`src/rtl/lsu_router_if.sv`:
```
// Core/L1 load-store bus for lsu_router.
// The master drives core requests and L1 responses; the slave is the router.
interface lsu_router_if #(
  parameter int N      = 32,
  parameter int ADDR_W = 10
);
  logic              load_control;
  logic              store_control;
  logic [N-1:0]      addr;
  logic [N-1:0]      wdata;
  logic [N-1:0]      rdata;
  logic              stall;
  logic              l1_load_control;
  logic              l1_store_control;
  logic [ADDR_W-1:0] l1_address;
  logic [N-1:0]      l1_wdata;
  logic              l1_ack;
  logic [N-1:0]      l1_rdata;

  modport master (
    output load_control, store_control, addr, wdata, l1_ack, l1_rdata,
    input  rdata, stall, l1_load_control, l1_store_control, l1_address, l1_wdata
  );

  modport slave (
    input  load_control, store_control, addr, wdata, l1_ack, l1_rdata,
    output rdata, stall, l1_load_control, l1_store_control, l1_address, l1_wdata
  );
endinterface

```
`src/rtl/lsu_router.sv`:
```
// Load/store router: stack scratchpad (zero-stall) or L1 via registered req/ack FSM.
// Latency: scratchpad 0 cycles; L1 >= 3 cycles, stall held until the DONE cycle.
// Backpressure: stall freezes the core; optional LSU_POSTED_STORE_EN lets L1 stores retire at once.
module lsu_router #(
  parameter int N      = 32,
  parameter int ADDR_W = 10,
  parameter int SPM_AW = 4
) (
  input logic        clk,
  input logic        reset,
  lsu_router_if.slave bus
);

`ifdef LSU_POSTED_STORE_EN
  typedef enum logic [1:0] {IDLE = 2'd0, BUSY = 2'd1, DONE = 2'd2, POSTED = 2'd3} state_t;
`else
  typedef enum logic [1:0] {IDLE = 2'd0, BUSY = 2'd1, DONE = 2'd2} state_t;
`endif

  state_t state_q, state_d;

  logic [ADDR_W-1:0] word_addr;
  logic              in_spm;
  logic              l1_access;
  logic              spm_we;
  logic [N-1:0]      spm_rdata;
  logic [N-1:0]      spm_mem [0:(1<<SPM_AW)-1];

  logic              req_ld_q, req_st_q;
  logic [ADDR_W-1:0] addr_q;
  logic [N-1:0]      wdata_q;
  logic [N-1:0]      resp_q;
  logic              stall;
  logic [N-1:0]      rdata;

  // Byte offset and bits above the L1 word address are deliberately dropped.
  logic unused_addr_bits;
  assign unused_addr_bits = ^{bus.addr[1:0], bus.addr[N-1:ADDR_W+2]};

  assign word_addr = bus.addr[ADDR_W+1:2];
  assign in_spm    = (word_addr >> SPM_AW) == '0;
  assign l1_access = (bus.load_control | bus.store_control) & ~in_spm;

`ifdef LSU_POSTED_STORE_EN
  assign spm_we = bus.store_control & in_spm & ((state_q == IDLE) | (state_q == POSTED));
`else
  assign spm_we = bus.store_control & in_spm & (state_q == IDLE);
`endif

  assign spm_rdata = spm_mem[word_addr[SPM_AW-1:0]];

  always_ff @(posedge clk) begin
    if (spm_we) spm_mem[word_addr[SPM_AW-1:0]] <= bus.wdata;
  end

  always_ff @(posedge clk) begin
    if (reset) state_q <= IDLE;
    else       state_q <= state_d;
  end

  always_comb begin
    state_d = state_q;
    case (state_q)
      IDLE: begin
        if (l1_access) begin
`ifdef LSU_POSTED_STORE_EN
          state_d = bus.store_control ? POSTED : BUSY;
`else
          state_d = BUSY;
`endif
        end
      end
      BUSY:    if (bus.l1_ack) state_d = DONE;
      // The core still presents the retiring access here; never re-launch it.
      DONE:    state_d = IDLE;
`ifdef LSU_POSTED_STORE_EN
      POSTED:  if (bus.l1_ack) state_d = IDLE;
`endif
      default: state_d = IDLE;
    endcase
  end

  always_comb begin
    stall = 1'b0;
    rdata = spm_rdata;
    case (state_q)
`ifdef LSU_POSTED_STORE_EN
      IDLE:   stall = l1_access & ~bus.store_control;
      POSTED: stall = l1_access;
`else
      IDLE:   stall = l1_access;
`endif
      BUSY:   stall = 1'b1;
      DONE:   rdata = resp_q;
      default: ;
    endcase
  end

  always_ff @(posedge clk) begin
    if (reset) begin
      req_ld_q <= 1'b0;
      req_st_q <= 1'b0;
      addr_q   <= '0;
      wdata_q  <= '0;
      resp_q   <= '0;
    end else begin
      if (state_q == IDLE && l1_access) begin
        req_ld_q <= ~bus.store_control;
        req_st_q <= bus.store_control;
        addr_q   <= word_addr;
        wdata_q  <= bus.wdata;
`ifdef LSU_POSTED_STORE_EN
      end else if (bus.l1_ack && (state_q == BUSY || state_q == POSTED)) begin
`else
      end else if (bus.l1_ack && state_q == BUSY) begin
`endif
        req_ld_q <= 1'b0;
        req_st_q <= 1'b0;
      end
      if (state_q == BUSY && bus.l1_ack) resp_q <= bus.l1_rdata;
    end
  end

  assign bus.stall            = stall;
  assign bus.rdata            = rdata;
  assign bus.l1_load_control  = req_ld_q;
  assign bus.l1_store_control = req_st_q;
  assign bus.l1_address       = addr_q;
  assign bus.l1_wdata         = wdata_q;

endmodule
```
`src/flat_wrapper.sv`:
```
// flat-port wrapper written by rule: the top's interface ports become plain ports
module lsu_router_flat 
#(
  parameter int N      = 32,
  parameter int ADDR_W = 10,
  parameter int SPM_AW = 4
)
  (clk, reset, bus_load_control, bus_store_control, bus_addr, bus_wdata, bus_l1_ack, bus_l1_rdata, bus_rdata, bus_stall, bus_l1_load_control, bus_l1_store_control, bus_l1_address, bus_l1_wdata);
  lsu_router_if #(.N(N), .ADDR_W(ADDR_W)) bus_i ();
  input logic clk;
  input logic reset;
  input wire logic [$bits(bus_i.load_control)-1:0] bus_load_control;
  input wire logic [$bits(bus_i.store_control)-1:0] bus_store_control;
  input wire logic [$bits(bus_i.addr)-1:0] bus_addr;
  input wire logic [$bits(bus_i.wdata)-1:0] bus_wdata;
  input wire logic [$bits(bus_i.l1_ack)-1:0] bus_l1_ack;
  input wire logic [$bits(bus_i.l1_rdata)-1:0] bus_l1_rdata;
  output wire logic [$bits(bus_i.rdata)-1:0] bus_rdata;
  output wire logic [$bits(bus_i.stall)-1:0] bus_stall;
  output wire logic [$bits(bus_i.l1_load_control)-1:0] bus_l1_load_control;
  output wire logic [$bits(bus_i.l1_store_control)-1:0] bus_l1_store_control;
  output wire logic [$bits(bus_i.l1_address)-1:0] bus_l1_address;
  output wire logic [$bits(bus_i.l1_wdata)-1:0] bus_l1_wdata;
  assign bus_i.load_control = bus_load_control;
  assign bus_i.store_control = bus_store_control;
  assign bus_i.addr = bus_addr;
  assign bus_i.wdata = bus_wdata;
  assign bus_i.l1_ack = bus_l1_ack;
  assign bus_i.l1_rdata = bus_l1_rdata;
  assign bus_rdata = bus_i.rdata;
  assign bus_stall = bus_i.stall;
  assign bus_l1_load_control = bus_i.l1_load_control;
  assign bus_l1_store_control = bus_i.l1_store_control;
  assign bus_l1_address = bus_i.l1_address;
  assign bus_l1_wdata = bus_i.l1_wdata;
  lsu_router #(.N(N), .ADDR_W(ADDR_W), .SPM_AW(SPM_AW)) u_core (.clk(clk), .reset(reset), .bus(bus_i));
endmodule
```
`config.mk`:
```
export PLATFORM = sky130hd
export DESIGN_NAME = lsu_router_flat
export DESIGN_NICKNAME = d
export VERILOG_FILES = /design/src/rtl/lsu_router_if.sv /design/src/rtl/lsu_router.sv /design/src/flat_wrapper.sv
export SDC_FILE = /design/constraint.sdc
export NUM_CORES = 1
export LEC_CHECK = 0
export CORE_MARGIN = 4
export CORE_UTILIZATION = 55
export CTS_BUF_LIST = sky130_fd_sc_hd__clkbuf_4 sky130_fd_sc_hd__clkbuf_8
export DETAILED_ROUTE_END_ITERATION = 6
export GPL_TIMING_DRIVEN = 0
export PLACE_DENSITY = 0.78
export SYNTH_ARGS = -nofsm -noshare
export SYNTH_HDL_FRONTEND = slang
export SYNTH_SLANG_ARGS = --single-unit
```
`constraint.sdc`:
```
create_clock -name clk -period 16.2 [get_ports clk]
set_input_delay 4.86 -clock clk [delete_from_list [all_inputs] [get_ports clk]]
set_output_delay 4.86 -clock clk [all_outputs]
set_load 0.01 [all_outputs]
```
-- Word-level counts from Yosys, hierarchy flattened
Memories as Yosys holds them, arrays and structs flattened.
Cells that the tools add are included.
- bits of input ports: 101
- logic and storage cells: 33
- bits in registers: 78
- memories: 1
- memory bits (writable): 512
- output and inout port bits: 77
- memories (memory ; depth ; bits a word ; rd ports ; clocked after memory_dff ; write ports ; RTL line ; text):
    u_core.spm_mem ; 16 ; 32 ; 1 ; 0 ; 1 ; lsu_router.sv:27 ; logic [N-1:0] spm_mem [0:(1<<SPM_AW)-1];
- bitwise gates (word level): 6
- multiplexer cells: 10
- reduce and logical (&&, ||, !) cells: 6
- equal/unequal tests: 4
- operator list (cell ; count):
    $mux W32 ; 1
    $logic_not A10 Y1 ; 1
    $mux W1 ; 5
    $mux W2 ; 2
    $pmux W2 S2 ; 1
    $and A1 B1 Y1 ; 3
    $eq A2 B1 Y1 const B ; 1
    $eq A2 B2 Y1 const B ; 1
    $logic_and A1 B1 Y1 ; 2
    $logic_not A2 Y1 ; 1
    $ne A2 B1 Y1 const B ; 1
    $ne A2 B2 Y1 const B ; 1
    $not A1 Y1 ; 2
    $pmux W1 S2 ; 1
    $reduce_and A2 Y1 ; 1
    $reduce_bool A2 Y1 ; 1
    $or A1 B1 Y1 ; 1

-- Depth between registers and ports, before layout
Gate-level depths: netlist of the first run.
- depth after elaboration: 5
- mapped depth: 8
- depth with buffers taken out: 4

-- Worst setup path after synthesis of the first run
No wires, ideal clock.
- kind: input to output
- start: input bus_addr[5]
- end: output bus_rdata[15]
- setup slack: 5.014 ns
- buffers on the path: 3
- arrival: 6.326 ns
- data required time: 11.340 ns
- stages on the path: 7
- path through: clkbuf_1 -> or3b_2 -> buf_1 -> clkbuf_1 -> o22ai_1 -> nor2_1 -> a31oi_1
- word-level cells in the longest chain between the ends: 2
- ends and longest elaborated chain (item ; RTL line ; text):
    start, declared ; flat_wrapper.sv:14 ; input wire logic [$bits(bus_i.addr)-1:0] bus_addr;
    $mem_v2 Z16 W32 ; - ;
    $mux W32 ; lsu_router.sv:86 ; case (state_q)
    end, declared ; flat_wrapper.sv:18 ; output wire logic [$bits(bus_i.rdata)-1:0] bus_rdata;
No other way between the ends.

-- Worst setup path after layout of the first run
- start: input bus_addr[5]
- end: output bus_rdata[28]
The elaborated chain is that of the path after synthesis.

==> results of run 1 <==
-- cells in the final DEF (no fill, tap or decap), types with 2 or more instances in the layout --
cell / n
or2_2: 2
a22oi_1: 16
mux2i_1: 140
nand2b_1: 4
clkbuf_4: 36
buf_12: 12
clkinv_1: 6
nand3_1: 21
nor3_4: 2
nor2_4: 12
clkdlybuf4s50_1: 153
a31oi_1: 32
edfxtp_1: 512
buf_2: 24
o22ai_1: 51
buf_1: 4
nand2_1: 166
inv_6: 2
or3_1: 3
and2_1: 3
clkbuf_1: 54
bufinv_16: 2
clkinv_2: 10
clkbuf_8: 111
or3b_2: 3
mux4_2: 58
nand3b_1: 4
nor2_1: 57
nor3_2: 2
a2bb2oi_1: 19
a21oi_1: 87
nor2b_1: 2
or4_4: 2
buf_16: 4
dfxtp_1: 78
buf_6: 7
-- where the power goes --
group / switching (mW) / internal, mW
combinational: 0.147 / 0.100
sequential: 0.00733 / 1.66
clock: 0.569 / 0.737
-- logic make-up (layout without fill, tap and decap cells) --
group,count (synthesis),after routing
multiplexers,198,198
AO/OA/AOI/OAI,208,208
flip-flops,590,590
buffers and inverters,84,429
AND/OR/NAND/NOR,286,286
-- flip-flops by register name, summed over array words and instances (netlist names) --
signal                       count
u_core.bus.l1_load_control       1
u_core.bus.l1_wdata             32
u_core.resp_q                   32
u_core.bus.l1_store_control      1
u_core.state_q                   2
u_core.bus.l1_address           10
u_core.spm_mem                 512
-- per-stage QoR --
stage	worst slack, ns	hold WS (ns)	cells	total power [mW]
after floorplan	5.01	0.437	1366	1.81
after global placement	3.04	0.440	2044	1.94
after detailed placement	3.05	0.448	2067	1.95
after CTS	2.98	0.457	2236	3.23
after global routing	2.77	0.476	2236	3.32
final	2.86	0.457	2236	3.22
-- critical path, delay by kind of cell --
| family | cells | cell delay (ns) |
|---|---|---|
| simple gates | 2 | 0.49 |
| compound gates | 2 | 0.34 |
| buf+inv | 5 | 2.79 |
-- per-layer routing --
| layer | share of wire | track usage | up-vias |
|---|---|---|---|
| li1 | - | - | 5860 |
| met1 | 0.37 | 0.359 | 6748 |
| met2 | 0.48 | 0.441 | 967 |
| met3 | 0.11 | 0.0781 | 202 |
| met4 | 0.041 | 0.110 | 4 |
| met5 | 0.00034 | 0 | - |
-- cells in the mapped netlist --
cell type / number
nor2b_1: 2
nand3b_1: 4
a21oi_1: 87
a22oi_1: 16
o22ai_1: 51
nor3_2: 2
clkbuf_1: 54
or4_4: 2
or3b_2: 3
dfxtp_1: 78
and2_1: 3
a2bb2oi_1: 19
nor2_1: 69
mux2i_1: 140
o211ai_2: 1
buf_4: 1
inv_1: 1
nand3_1: 21
buf_1: 4
nor3_1: 2
buf_2: 24
or3_1: 3
nand2_1: 166
o21ai_0: 1
nand2b_1: 4
o211a_1: 1
nor3b_1: 1
mux4_2: 58
nor4_1: 1
edfxtp_1: 512
or4b_4: 1
a31oi_1: 32
or2_2: 2
-- worst paths after layout --
path                                         startpoint                 endpoint  slack [ns]
worst min register to register  u_core.bus.l1_wdata[10]  u_core.bus.l1_wdata[10]        0.46
worst max register to register        u_core.state_q[1]    u_core.spm_mem[3][13]       13.35
worst min-delay path            u_core.bus.l1_wdata[10]  u_core.bus.l1_wdata[10]        0.46
worst max-delay path                        bus_addr[5]            bus_rdata[28]        2.86
-- final cells by class --
cell class,count,share of cell area
Buffer,83,0.0127
Clock buffer,147,0.0662
Clock inverter,22,0.00622
Inverter,1,0.000138
Multi-Input combinational cell,692,0.195
Sequential cell,590,0.623
Tap cell,525,0.0242
Timing Repair Buffer,176,0.0722
==> impl_metrics.py, run 1 <==
metrics = {
    "timing": {
        "fin_crit_sh": 0.824,
        "fin_skew_ns": 0.0218,
        "min_period_ns": 13.34,
        "worst_pin_slew_ns": 1.18,
        "max_freq_mhz": 74.9,
        "setup_violations": 0,
        "relSlewSlack": 0.214,
        "slew_viol_final": 0,
        "finalSetupTns_ns": 0,
        "rsz0062_at_grt": "false",
        "hold_violations": 0,
    },
    "detailed_routing": {
        "drc": 0,
        "antenna_left": 0,
        "firstDrtPassIters": 5,
        "drt_iter0_markers": 1904,
        "wl_um": 61300,
        "vias": 13781,
        "viasPerCell": 6.16,
        "post_drt_wl_per_cell_um": 27.4,
    },
    "flow_run": {
        "cap_violations": 0,
    },
    "critical_path": {
        "cpPeakStageDelay_ns": 0.63,
        "crit_type": "in -> out",
        "path_max_fanout": 10,
        "arrival_ns": 8.48,
        "cp.required_ns": 11.34,
        "startpoint_type": "primary input",
        "cp_cell_sequence": "clkdlybuf4s50_1, clkbuf_1, or3b_2, buf_1, clkbuf_1, o22ai_1, nor2_1, a31oi_1, clkdlybuf4s50_1",
        "reg2reg_depth": 6,
        "worstSetupEndpointType": "output pin",
        "cp_slowest_cell": "clkdlybuf4s50_1",
    },
    "power": {
        "p_per_area_nw_per_um2": 119,
        "leakagePower_nw": 9.25,
        "irDropWorstVdd_uv": 78.3,
    },
    "clocking": {
        "clockRootBuffer": "clkbuf_8",
        "clk_path_buf_depth": 3,
        "numCtsBuffers": 90,
        "hold_buffers": 0,
        "cts_tree": "yes",
        "cts_max_level": 3,
        "post_cts_buffers": 0,
        "clock_latency_ns": 0.64,
        "path_clk_slew_ns": 0.06,
        "ctsResizeCount": 0,
        "clock_sinks": 590,
    },
    "cells_and_area": {
        "multi_input_area_um2": 5300,
        "syn_to_final_growth_pct": 20.9,
        "n_antenna_cell": 0,
        "final_core_util": 0.678,
        "final_layout_size_suffix_gt1_frac": 0.172,
        "register_area_um2": 16900,
        "final_area_um2": 27200,
        "nFillCells": 2562,
        "fin_nets": 1735,
    },
    "status": {
        "status": "completed",
    },
    "grt": {
        "antenna_found_initial": 2,
        "first_global_vias": 14084,
        "grt_pass1_wl_um": 88800,
        "grt_usage": 0.274,
        "grt-ovfl-total": 0,
        "grt_start_max_net_pins": 23,
    },
    "logic_synthesis": {
        "synthMuxAreaShare": 0.120,
        "synth_fa_ha_area_frac": 0,
        "synth_top_family_by_area": "multiplexers",
        "yosysTopAreaCellShare": 0.684,
        "synth_cell_types": 33,
        "yosys_warnings": 0,
        "syn_nets": 1467,
        "synth_cells": 1366,
        "avgSynthCellArea_um2": 16.5,
        "synth_xor_area_frac": 0,
        "yosysTopAreaCell": "edfxtp_1",
        "synth-seq-cells": 590,
        "synthTopCellsByArea": "edfxtp_1 68%, dfxtp_1 6.9%, mux2i_1 6.2%, mux4_2 5.8%, nand2_1 2.8%",
        "yosysSeqAreaShare": 0.754,
        "syn_area_um2": 22500,
        "synthSimpleGateAreaFrac": 0.0539,
        "synth_compound_area_frac": 0.0565,
    },
    "placed_design": {
        "gp_congestion": 0.832,
        "place_area_um2": 25200,
        "hpwl_um": 39900,
        "numPortBuffers": 153,
    },
    "floorplanning": {
        "rows": 73,
        "io_pins": 178,
        "design.die.area_um2": 44200,
        "core-area_um2": 40100,
        "start_util": 0.560,
        "dieHeight_um": 210,
        "die_width_um": 210,
    },
    "worst_hold_path": {
        "hold_depth": 2,
        "hold_class": "reg -> reg",
    },
}
Power figures use the tool's default switching activity.
==> run 2, diff against run 1 <==
CORE_UTILIZATION = 54   (was 55)
PLACE_DENSITY = 0.8   (was 0.78)
clock period = 11.7 ns   (was 16.2 ns; I/O delays follow)
==> impl_metrics.py, run 2 (synthesis gave the netlist of run 1 again) <==
metrics = {
    "status": {
        "status": "completed",
    },
    "cells_and_area": {
        "final_area_um2": 27100,
        "multi_input_area_um2": 5300,
        "largest_reg_flops": 512,
        "final_layout_size_suffix_gt1_frac": 0.170,
        "fin_nets": 1736,
        "nFillCells": 2685,
        "register_area_um2": 16900,
        "final_cell_mix": "512 x edfxtp_1, 166 x nand2_1, 153 x clkdlybuf4s50_1",
        "layout.cells.most_common": "edfxtp_1",
        "syn_to_final_growth_pct": 20.7,
    },
    "floorplanning": {
        "core-area_um2": 41000,
        "dieHeight_um": 212,
        "io_pins": 178,
        "start_util": 0.548,
        "design.die.area_um2": 44900,
        "die_width_um": 212,
        "rows": 74,
    },
    "timing": {
        "fin_crit_sh": 0.898,
        "hold_violations": 0,
        "min_period_ns": 10.51,
        "relSlewSlack": 0.266,
        "max_freq_mhz": 95.2,
        "slew_viol_final": 0,
        "finalSetupTns_ns": 0,
        "worst_pin_slew_ns": 1.10,
        "rsz0062_at_grt": "false",
        "fin_skew_ns": 0.0101,
        "setup_violations": 0,
    },
    "critical_path": {
        "crit_type": "in -> out",
        "arrival_ns": 7.00,
        "cp_cell_sequence": "clkdlybuf4s50_1, clkbuf_1, nand3b_1, clkbuf_1, o22ai_1, nor2_1, a31oi_1, clkdlybuf4s50_1",
        "cpPeakStageDelay_ns": 0.67,
        "path_max_fanout": 10,
        "startpoint_type": "primary input",
        "worst-path-buf-inv": 4,
        "worstSetupEndpointType": "output pin",
        "crit_family": "buffers and inverters",
        "cp.required_ns": 8.19,
        "cp_slowest_cell": "clkdlybuf4s50_1",
    },
    "grt": {
        "grt-ovfl-total": 0,
        "grt_pass1_wl_um": 88200,
        "antenna_found_initial": 3,
        "first_global_vias": 14013,
        "grt_start_max_net_pins": 23,
        "grt_usage": 0.269,
    },
    "detailed_routing": {
        "vias": 13955,
        "post_drt_wl_per_cell_um": 27.1,
        "wl_um": 60800,
        "drc": 0,
        "antenna_left": 0,
        "viasPerCell": 6.22,
        "drt_iter0_markers": 2234,
        "firstDrtPassIters": 6,
    },
    "clocking": {
        "hold_buffers": 0,
        "path_clk_slew_ns": 0.06,
        "ctsResizeCount": 0,
        "cts_tree": "yes",
        "clk_path_buf_depth": 3,
        "clock_sinks": 590,
        "cts_max_level": 3,
        "clockRootBuffer": "clkbuf_8",
        "numCtsBuffers": 91,
        "post_cts_buffers": 0,
        "clock_latency_ns": 0.63,
    },
    "power": {
        "irDropWorstVdd_uv": 159,
        "p_per_area_nw_per_um2": 164,
        "leakagePower_nw": 9.23,
    },
    "flow_run": {
        "cap_violations": 0,
    },
    "placed_design": {
        "hpwl_um": 40600,
        "numPortBuffers": 153,
        "place_area_um2": 25200,
        "gp_congestion": 0.850,
    },
    "worst_hold_path": {
        "hold_class": "reg -> reg",
    },
}
## run 2: cell types whose count changed in the layout (fill, tap and decap cells not counted), moves of 2 or more
| cell | before | now |
|---|---|---|
| buf_8 | 0 | 3 |
| buf_12 | 12 | 10 |
| clkbuf_4 | 36 | 34 |
| clkinv_1 | 6 | 8 |
| clkinv_2 | 10 | 12 |
| inv_6 | 2 | 0 |
## run 2: area by class of cell
class | instances | area share
clock buffers | 144 | 0.0652
well taps | 532 | 0.0245
diodes | 1 | 0.0000922
multi-input cells | 692 | 0.195
flip-flops and latches | 590 | 0.624
repair buffers | 176 | 0.0720
plain buffers | 83 | 0.0127
clock inverters | 23 | 0.00581
inverters | 1 | 0.000138
## run 2: path summary, 6_finish.rpt
kind	start	cells after the start	slack [ns]	endpoint
worst max-delay path	bus_addr[2]	8	1.19	bus_rdata[28]
worst max register to register	u_core.state_q[1]	6	9.03	u_core.spm_mem[3][30]
worst min register to register	u_core.bus.l1_wdata[12]	2	0.45	u_core.bus.l1_wdata[12]
worst min-delay path	u_core.bus.l1_wdata[12]	2	0.45	u_core.bus.l1_wdata[12]
## run 2: metal layers
| layer | vias to the layer above | share of wire | GRT usage |
|---|---|---|---|
| met5 | - | 0.00044 | 0 |
| met4 | 4 | 0.039 | 0.0966 |
| met3 | 192 | 0.11 | 0.0748 |
| met2 | 976 | 0.48 | 0.433 |
| met1 | 6930 | 0.37 | 0.358 |
| li1 | 5853 | - | - |
## run 2: worst reg2reg max path, cell delays in order, from the launching register on
cell and delay (ns):
dfxtp_1 0.30, clkbuf_1 0.16, nor4_1 0.42, nand2_1 0.31, nor3_2 0.73, buf_6 0.26, buf_6 0.19
## run 2: through the flow
step | cells | worst slack, ns | power, mW | util | hold slack [ns]
2_1_floorplan | 1366 | 3.21 | 2.51 | - | 0.437
3_3_place_gp | 2051 | 1.34 | 2.68 | 0.601 | 0.440
3_5_place_dp | 2074 | 1.32 | 2.69 | 0.615 | 0.446
4_1_cts | 2241 | 1.33 | 4.44 | 0.661 | 0.455
5_1_grt | 2241 | 1.13 | 4.57 | 0.661 | 0.474
6_report | 2242 | 1.19 | 4.44 | 0.662 | 0.453
## run 2: where the power goes
group	leakage [nW]	switching, mW	internal [mW]
combinational	2.96	0.202	0.138
sequential	5.24	0.0105	2.30
clock	1.04	0.781	1.00
==> run 3, diff against run 2 <==
--- a/config.mk
+++ b/config.mk
@@ -7,3 +7,3 @@
 export LEC_CHECK = 0
-export CORE_MARGIN = 4
+export CORE_MARGIN = 1
 export CORE_UTILIZATION = 54
--- a/constraint.sdc
+++ b/constraint.sdc
@@ -3,2 +3,2 @@
 set_output_delay 3.51 -clock clk [all_outputs]
-set_load 0.01 [all_outputs]
+set_load 0.02 [all_outputs]
==> impl_metrics.py, run 3 (synthesis gave the netlist of run 1 again) <==
metrics = {
    "status": {
        "status": "completed",
    },
    "cells_and_area": {
        "syn_to_final_growth_pct": 20.5,
        "final_layout_size_suffix_gt1_frac": 0.164,
        "largest_reg_flops": 512,
        "layout.cells.most_common": "edfxtp_1",
        "final_cells": 2240,
        "final_area_um2": 27100,
        "multi_input_area_um2": 5300,
        "final_cell_mix": "512 x edfxtp_1, 166 x nand2_1, 153 x clkdlybuf4s50_1",
        "register_area_um2": 16900,
        "nFillCells": 2654,
        "fin_nets": 1734,
    },
    "clocking": {
        "cts_max_level": 3,
        "clock_latency_ns": 0.66,
        "numCtsBuffers": 90,
        "post_cts_buffers": 0,
        "hold_buffers": 0,
        "ctsResizeCount": 0,
        "clockRootBuffer": "clkbuf_8",
        "path_clk_slew_ns": 0.06,
        "clock_sinks": 590,
        "clk_path_buf_depth": 3,
        "cts_tree": "yes",
    },
    "flow_run": {
        "cap_violations": 0,
    },
    "detailed_routing": {
        "wl_um": 59300,
        "firstDrtPassIters": 5,
        "vias": 13719,
        "antenna_left": 0,
        "viasPerCell": 6.12,
        "drt_iter0_markers": 1709,
        "post_drt_wl_per_cell_um": 26.5,
        "drc": 0,
    },
    "timing": {
        "fin_crit_sh": 0.901,
        "setup_violations": 0,
        "rsz0062_at_grt": "false",
        "relSlewSlack": 0.279,
        "fin_skew_ns": 0.0215,
        "hold_violations": 0,
        "slew_viol_final": 0,
        "min_period_ns": 10.54,
        "worst_pin_slew_ns": 1.08,
        "finalSetupTns_ns": 0,
        "max_freq_mhz": 94.9,
    },
    "critical_path": {
        "crit_type": "in -> out",
        "worstSetupEndpointType": "output pin",
        "startpoint_type": "primary input",
        "cp.required_ns": 8.19,
        "path_max_fanout": 10,
        "arrival_ns": 7.03,
    },
    "floorplanning": {
        "core-area_um2": 40900,
        "die_width_um": 206,
        "rows": 74,
        "start_util": 0.549,
        "dieHeight_um": 206,
        "design.die.area_um2": 42400,
        "io_pins": 178,
    },
    "placed_design": {
        "dpl.cell_count": 2073,
        "hpwl_um": 39000,
        "place_area_um2": 25200,
        "gp_congestion": 0.846,
        "numPortBuffers": 153,
    },
    "grt": {
        "grt_usage": 0.283,
        "grt_pass1_wl_um": 85000,
        "grt-ovfl-total": 0,
        "grt_start_max_net_pins": 24,
        "first_global_vias": 13712,
        "antenna_found_initial": 2,
    },
    "power": {
        "p_per_area_nw_per_um2": 163,
        "irDropWorstVdd_uv": 120,
        "leakagePower_nw": 9.18,
    },
    "worst_hold_path": {
        "hold_class": "reg -> reg",
    },
}
-- run 3: cell types whose count changed in the layout (fill, tap and decap cells not counted), moves of 2 or more --
cell and change:
clkinv_2 -2, clkbuf_8 -8, buf_8 -2, clkinv_1 +8
-- run 3: worst paths after layout --
check,start,to,slack [ns],cells past startpoint
setup / recovery,bus_addr[5],bus_rdata[6],1.16,9
hold / removal,u_core.bus.l1_wdata[23],u_core.bus.l1_wdata[23],0.46,2
setup reg to reg,u_core.state_q[1],u_core.spm_mem[2][7],8.82,6
hold reg to reg,u_core.bus.l1_wdata[23],u_core.bus.l1_wdata[23],0.46,2
-- run 3: power breakdown --
part           total, mW  internal, mW  switching, mW
clock network       1.74         0.968          0.776
logic              0.361         0.139          0.222
registers           2.31          2.30         0.0102
-- run 3: metal layers --
metal	share of wire	track usage	up-vias
li1	-	-	5860
met1	0.36	0.357	6774
met2	0.48	0.461	934
met3	0.11	0.0773	151
met4	0.041	0.126	0
met5	0	0	-
-- run 3: layout make-up --
type	instances	share of cell area
Timing Repair Buffer	175	0.0721
Clock inverter	31	0.00795
Multi-Input combinational cell	692	0.196
Antenna cell	1	0.0000924
Buffer	83	0.0128
Clock buffer	135	0.0610
Inverter	1	0.000139
Sequential cell	590	0.626
Tap cell	532	0.0246
-- run 3: through the flow --
| step | hold slack [ns] | power, mW | utilization | setup slack (ns) |
|---|---|---|---|---|
| 3_5_place_dp | 0.449 | 2.71 | 0.616 | 1.24 |
| 6_report | 0.459 | 4.42 | 0.662 | 1.16 |
| 5_1_grt | 0.479 | 4.53 | 0.661 | 1.08 |
| 3_3_place_gp | 0.440 | 2.70 | 0.603 | 1.33 |
| 4_1_cts | 0.457 | 4.42 | 0.661 | 1.26 |
| 2_1_floorplan | 0.437 | 2.53 | - | 3.07 |
-- run 3: critical path, cell delays in order --
cell             delay [ns]
clkdlybuf4s50_1        0.57
clkbuf_1               0.42
buf_2                  0.39
nand3b_1               0.28
clkbuf_1               0.38
o22ai_1                0.22
a21oi_1                0.09
a31oi_1                0.45
clkdlybuf4s50_1        0.70
